### src/rtl/mining_pkg.sv
// Shared types and helpers for the mining datapath.
// Holds the sweep state encoding and nonce byte-order helper.
package mining_pkg;

  localparam int BYTE_W = 8;

  typedef enum logic [1:0] {
    IDLE,
    RUN,
    FIN
  } state_t;

  // Reverses the low n bytes of v; bytes above n come back zero.
  function automatic logic [63:0] byte_rev(
    input logic [63:0] v,
    input int          n
  );
    logic [63:0] r;
    r = '0;
    for (int i = 0; i < 8; i++) begin
      if (i < n) begin
        r[BYTE_W*(n-1-i) +: BYTE_W] = v[BYTE_W*i +: BYTE_W];
      end
    end
    return r;
  endfunction

endpackage

### src/rtl/nonce_counter.sv
// Loadable nonce counter with end-of-range compare.
// last is high while the current value equals the latched end.
module nonce_counter
  import mining_pkg::*;
#(
  parameter int W = 32
) (
  input  logic         clk,
  input  logic         reset,
  input  logic         load,
  input  logic         inc,
  input  logic [W-1:0] start,
  input  logic [W-1:0] end_v,
  output logic [W-1:0] cur,
  output logic         last
);

  logic [W-1:0] end_q;

  always_ff @(posedge clk) begin
    if (!reset) begin
      cur   <= '0;
      end_q <= '0;
    end else if (load) begin
      cur   <= start;
      end_q <= end_v;
    end else if (inc) begin
      cur   <= cur + W'(1);
    end
  end

  assign last = (cur == end_q);

endmodule

### src/rtl/block_assembler_nonce.sv
// Latches one header and emits {header, nonce} blocks over a nonce range.
// Supports backpressure, abort, and selectable nonce byte order.
module block_assembler_nonce
  import mining_pkg::*;
#(
  parameter int HDR_BYTES   = 12,
  parameter int NONCE_BYTES = 4,
  parameter int BLK_BYTES   = HDR_BYTES + NONCE_BYTES
) (
  input  logic                       clk,
  input  logic                       reset,
  input  logic                       hdr_valid,
  output logic                       hdr_ready,
  input  logic [HDR_BYTES*8-1:0]     hdr_data,
  input  logic [NONCE_BYTES*8-1:0]   nonce_start,
  input  logic [NONCE_BYTES*8-1:0]   nonce_end,
  input  logic                       nonce_le,
  input  logic                       abort,
  output logic                       blk_valid,
  input  logic                       blk_ready,
  output logic [BLK_BYTES*8-1:0]     blk_data,
  output logic [NONCE_BYTES*8-1:0]   blk_nonce,
  output logic                       busy,
  output logic                       done,
  output logic                       exhausted
);

  localparam int HW = HDR_BYTES * BYTE_W;
  localparam int NW = NONCE_BYTES * BYTE_W;

  state_t        state;
  state_t        state_nx;
  logic [HW-1:0] hdr_q;
  logic          le_q;
  logic [NW-1:0] cur;
  logic [NW-1:0] nonce_ord;
  logic          last;
  logic          hdr_acc;
  logic          blk_hs;
  logic          cnt_inc;

  assign hdr_acc = hdr_valid & hdr_ready;
  assign blk_hs  = blk_valid & blk_ready;
  assign cnt_inc = blk_hs & ~last & ~abort;

  always_ff @(posedge clk) begin
    if (!reset) begin
      state <= IDLE;
    end else begin
      state <= state_nx;
    end
  end

  always_comb begin
    state_nx = state;
    unique case (1'b1)
      state == IDLE: if (hdr_acc) state_nx = RUN;
      state == RUN: begin
        if ((blk_hs && last) || abort) begin
          state_nx = FIN;
        end
      end
      state == FIN: state_nx = IDLE;
      default: state_nx = IDLE;
    endcase
  end

  always_comb begin
    hdr_ready = reset & (state == IDLE);
    blk_valid = (state == RUN);
    done      = (state == FIN);
    busy      = (state != IDLE);
  end

  // A final handshake wins over a same-cycle abort.
  always_ff @(posedge clk) begin
    if (!reset) begin
      hdr_q     <= '0;
      le_q      <= 1'b0;
      exhausted <= 1'b0;
    end else if (hdr_acc) begin
      hdr_q     <= hdr_data;
      le_q      <= nonce_le;
      exhausted <= 1'b0;
    end else if (blk_hs && last) begin
      exhausted <= 1'b1;
    end
  end

  nonce_counter #(
    .W(NW)
  ) u_cnt (
    .clk   (clk),
    .reset (reset),
    .load  (hdr_acc),
    .inc   (cnt_inc),
    .start (nonce_start),
    .end_v (nonce_end),
    .cur   (cur),
    .last  (last)
  );

  always_comb begin
    nonce_ord = cur;
    if (le_q) begin
      nonce_ord = NW'(byte_rev(64'(cur), NONCE_BYTES));
    end
  end

  assign blk_data  = {hdr_q, nonce_ord};
  assign blk_nonce = cur;

endmodule

### config.mk
export PLATFORM = sky130hd
export DESIGN_NAME = block_assembler_nonce
export DESIGN_NICKNAME = d
export VERILOG_FILES = /design/src/rtl/mining_pkg.sv /design/src/rtl/nonce_counter.sv /design/src/rtl/block_assembler_nonce.sv
export SDC_FILE = /design/constraint.sdc
export NUM_CORES = 1
export LEC_CHECK = 0
export CORE_MARGIN = 2
export CORE_UTILIZATION = 42
export CTS_BUF_LIST = sky130_fd_sc_hd__clkbuf_4 sky130_fd_sc_hd__clkbuf_8 sky130_fd_sc_hd__clkbuf_16
export DETAILED_ROUTE_END_ITERATION = 6
export PLACE_DENSITY = 0.89
export SLEW_MARGIN = 0
export SYNTH_ARGS = -nofsm -noshare
export SYNTH_HDL_FRONTEND = slang
export SYNTH_SLANG_ARGS = --single-unit
### constraint.sdc
create_clock -name clk -period 2.5 [get_ports clk]
set_clock_uncertainty 0.2 [all_clocks]
set_input_delay 0.5 -clock clk [delete_from_list [all_inputs] [get_ports clk]]
set_output_delay 0.5 -clock clk [all_outputs]
set_load 0.01 [all_outputs]
==> results by stage <==
Run status:
- The run finished with clean final reports.

Clock network:
- The H-tree generated during clock tree synthesis spans 4 levels.
- The clock transition at the registers of the reported paths is 60 ps.
- For the worst-skew pair, the clock arrives at the later sink with an insertion delay of 420 ps.
- The CTS sink count is 164.
- After clock tree synthesis, the flow added hold-fix buffers numbering 0.
- Clock tree synthesis inserted a total of 17 buffers.
- The cell sitting at the root of the clock tree is a sky130_fd_sc_hd__clkbuf_16.
- No sink is reached through more buffers than the 2 on the longest clock path.
- The TritonCTS clock tree is built.

Drt:
- The wire length after detailed routing is 28.1 mm.
- Using the TritonRoute via totals, the vias-per-cell ratio works out to 5.41.
- Dividing the detail-routed wire length by the instance count gives 18.7 um.
- Wire segments on met3 add up to 2.82 mm in the final route.
- In the routed design, unresolved DRC markers number 0.
- The total met2 wirelength after detailed routing is 13.5 mm.
- The first routing iteration left 661 violations.
- The pre-antenna-repair detailed-routing pass consisted of 6 iterations.
- The detail route stage leaves a number of antenna-violating nets equal to 0.
- The uppermost signal routing layer after detailed routing is met5.
- Across all layers, the routed design uses 8124 vias.
- The sum of routed wire segments on met1 is 10.6 mm.

Floorplan:
- The core region is 17200 um2.
- From left edge to right edge, the die measures 137 um.
- For this configuration, the core starts out at a cell density of 0.428.
- The floorplan has 48 rows.
- The count of pins on the block boundary is 331.
- Measured along the y axis, the die boundary spans 137 um.
- The die covers 18700 um2.

Synthesis:
- Ranked by total cell area, the synthesized netlist is headed by sky130_fd_sc_hd__dfxtp_1 44%, sky130_fd_sc_hd__nand2_1 15%, sky130_fd_sc_hd__nand3_1 9.8%, sky130_fd_sc_hd__xnor2_1 4.7%, sky130_fd_sc_hd__mux2_2 4.4%.
- The cell area that synthesis handed to floorplanning was 7390 um2.
- The largest area contributor in the synthesized netlist is sky130_fd_sc_hd__dfxtp_1.
- The sequential element share of the synthesized area is 0.445.
- Ranked by instance count, the synthesized netlist is headed by 288 x sky130_fd_sc_hd__nand2_1, 164 x sky130_fd_sc_hd__dfxtp_1, 145 x sky130_fd_sc_hd__nand3_1.
- The post-synth net total is 1091.
- The number of flops mapped to enable cells by yosys is 0.
- The number of unique standard cell types used by synthesis is 65.
- Of the post-synthesis cell area, the dominant cell type holds 0.445.
- The synthesized instance count is 924.
- The yosys synthesis warning count is 0.
- The average cell area after synthesis is 7.99 um2.
- The synthesized design contains 164 register bits.
- In the synthesized netlist the dominant register cell turns out to be sky130_fd_sc_hd__dfxtp_1.
- The fraction of registers with async set/reset is 0.
- By instance count, the leading cell after synthesis is sky130_fd_sc_hd__nand2_1.

Place:
- Once placement finished, the instance area stood at 11200 um2.
- Port buffering added 330 buffers.
- Summed over all nets, the half-perimeter wirelength after detailed placement is 20.0 mm.
- The congestion estimate from routability-driven global placement came to 0.905.

Finish:
- The proportion of layout cells with a drive suffix above 1 is 0.121.
- Counting the fill cells in the layout gives 1323.
- The number of nets at the end of the flow is 1432.
- The design area is 11900 um2.
- The final core area utilization is 0.688.
- Compared with the post-synthesis result, the final layout area differs by 60.6%.

Timing:
- Setup repair after global routing left no endpoint under its margin.
- The minimum clock period is 2450 ps.
- The number of endpoints failing setup at the final stage is 0.
- The share of the clock period used by the worst path after layout is 0.981.
- The number of failing hold endpoints at the final stage is 0.
- The final hold slack is 171 ps.
- For the final routed database, the setup TNS stands at 0 ps.
- The fmax is 408 MHz.
- At the pin with the least slew margin, the transition time is 835 ps.
- In this run the tightest slew margin relative to its limit is 0.443.
- The count of final max-slew check failures was 0.

Setup path:
- STA classifies the critical path endpoint as a primary output.
- The largest stage delay on the critical path is 560 ps.
- The peak fanout along the critical path is 5.
- The slowest cell on the critical path is sky130_fd_sc_hd__dfxtp_1.
- For the worst setup path, the data arrival time is 1750 ps.
- Traced cell by cell, the critical path runs through buf_4 -> clkdlybuf4s50_1.
- The slack of the worst reg-to-reg path is 60 ps.
- The critical path is of the flop to primary output type.
- Data on the critical path is required at its endpoint by 1800 ps.
- The type of origin of the critical path is a flop.

Power and ir drop:
- For this design the ratio of total power to cell area is 635 nW/um2.
- The worst IR drop on VDD is 502 uV.
- Summed over all cells, the static leakage comes to 5.10 nW.
- The total power is 7.54 mW.

Global routing:
- The total overflow left after global routing is 0.
- The number of global-route vias before repair is 7986.
- The first-pass GRT wire length is 42.5 mm.
- The total global routing track utilization is 0.296.
- The initial antenna violation count is 3.
- Entering global routing, the biggest net connects 160 pins.

Run:
- The tool flagged a number of max-cap violations equal to 0.

Hold path:
- The worst hold path belongs to the class input port to flop.
[cells in the final DEF (no fill, tap or decap), types with 3 or more instances in the layout]
| cell type | Yosys | final |
|---|---|---|
| sky130_fd_sc_hd__mux2_2 | 29 | 29 |
| sky130_fd_sc_hd__o211ai_1 | 3 | 3 |
| sky130_fd_sc_hd__a211oi_1 | 12 | 12 |
| sky130_fd_sc_hd__and3_2 | 2 | 3 |
| sky130_fd_sc_hd__bufinv_16 | 0 | 4 |
| sky130_fd_sc_hd__inv_1 | 4 | 4 |
| sky130_fd_sc_hd__nand4_1 | 15 | 15 |
| sky130_fd_sc_hd__nand2_1 | 288 | 288 |
| sky130_fd_sc_hd__mux2i_1 | 6 | 6 |
| sky130_fd_sc_hd__dlygate4sd2_1 | 0 | 29 |
| sky130_fd_sc_hd__clkdlybuf4s50_1 | 0 | 296 |
| sky130_fd_sc_hd__dlymetal6s2s_1 | 0 | 3 |
| sky130_fd_sc_hd__dfxtp_1 | 164 | 162 |
| sky130_fd_sc_hd__clkinvlp_4 | 0 | 3 |
| sky130_fd_sc_hd__buf_12 | 0 | 7 |
| sky130_fd_sc_hd__buf_4 | 0 | 58 |
| sky130_fd_sc_hd__and3_1 | 12 | 11 |
| sky130_fd_sc_hd__xnor2_1 | 40 | 40 |
| sky130_fd_sc_hd__nor2_1 | 24 | 24 |
| sky130_fd_sc_hd__nand3_1 | 145 | 145 |
| sky130_fd_sc_hd__a21oi_1 | 14 | 14 |
| sky130_fd_sc_hd__clkbuf_16 | 0 | 17 |
| sky130_fd_sc_hd__nor4_1 | 4 | 4 |
| sky130_fd_sc_hd__o21ai_0 | 22 | 21 |
| sky130_fd_sc_hd__nor3_1 | 12 | 12 |
| sky130_fd_sc_hd__o21ai_1 | 2 | 3 |
[worst max-delay path: cells and delay by family (launching register included)]
family                 cells  cell delay, ps
buffers and inverters      2             770
flip-flops                 1             560
[timing repair]
item                                    CTS  global route
setup buffers                             2             0
endpoints found under the setup margin   30             6
gates resized for setup                  35             6
gates cloned                              1             0
[state kept, by name, summed over array words and instances (netlist names)]
register / flops
exhausted: 1
hdr_q: 96
le_q: 1
state: 2
u_cnt.cur: 32
u_cnt.end_q: 32
[report_power, final]
part	switching [mW]	internal (mW)	total [mW]
sequential	0.168	2.83	3.00
clock	1.09	1.71	2.80
combinational	0.803	0.932	1.74
total	2.06	5.47	7.54
[cell families (layout without fill, tap and decap cells)]
group / Yosys count / in the layout / share of synthesized area
and+or+nand+nor: 526 / 526 / 0.326
DFF: 164 / 164 / 0.445
buffers and inverters: 78 / 431 / 0.0488
AOI/OAI and AO/OA: 77 / 77 / 0.0737
xor gates and xnor gates: 42 / 42 / 0.0518
muxes: 36 / 36 / 0.0539
adders and majority gates: 1 / 1 / 0.00169
other: 0 / 1 / 0
[path summary, 6_finish.rpt]
check / startpoint / end / cells after the start
worst max register to register: u_cnt.cur[3] / u_cnt.cur[11] / 7
worst min register to register: hdr_q[91] / hdr_q[91] / 2
worst min-delay path: reset / state[1] / 3
worst max-delay path: u_cnt.cur[14] / blk_nonce[14] / 2
[per-stage QoR]
stage                     setup slack [ps]  cells
final                                 47.0   1503
after global routing                  16.9   1503
after CTS                             11.2   1502
after detailed placement              34.6   1468
after global placement                78.0   1468
after floorplan                        312    924
[layout make-up]
cell class | count | area, um2 | area share
Inverter | 5 | 18.8 | 0.00158
Tap cell | 225 | 282 | 0.0237
Timing Repair Buffer | 395 | 3860 | 0.326
Sequential cell | 164 | 3290 | 0.277
Multi-Input combinational cell | 682 | 3780 | 0.319
Clock buffer | 19 | 447 | 0.0377
Clock inverter | 12 | 179 | 0.0151
Antenna cell | 1 | 2.50 | 0.000211
[routing by layer]
metal,up-vias,track usage
met5,-,0
met4,2,0.160
met3,113,0.0915
met1,3741,0.344
met2,454,0.487
li1,3814,-
Note: power is estimated with default switching activity, not from simulation.
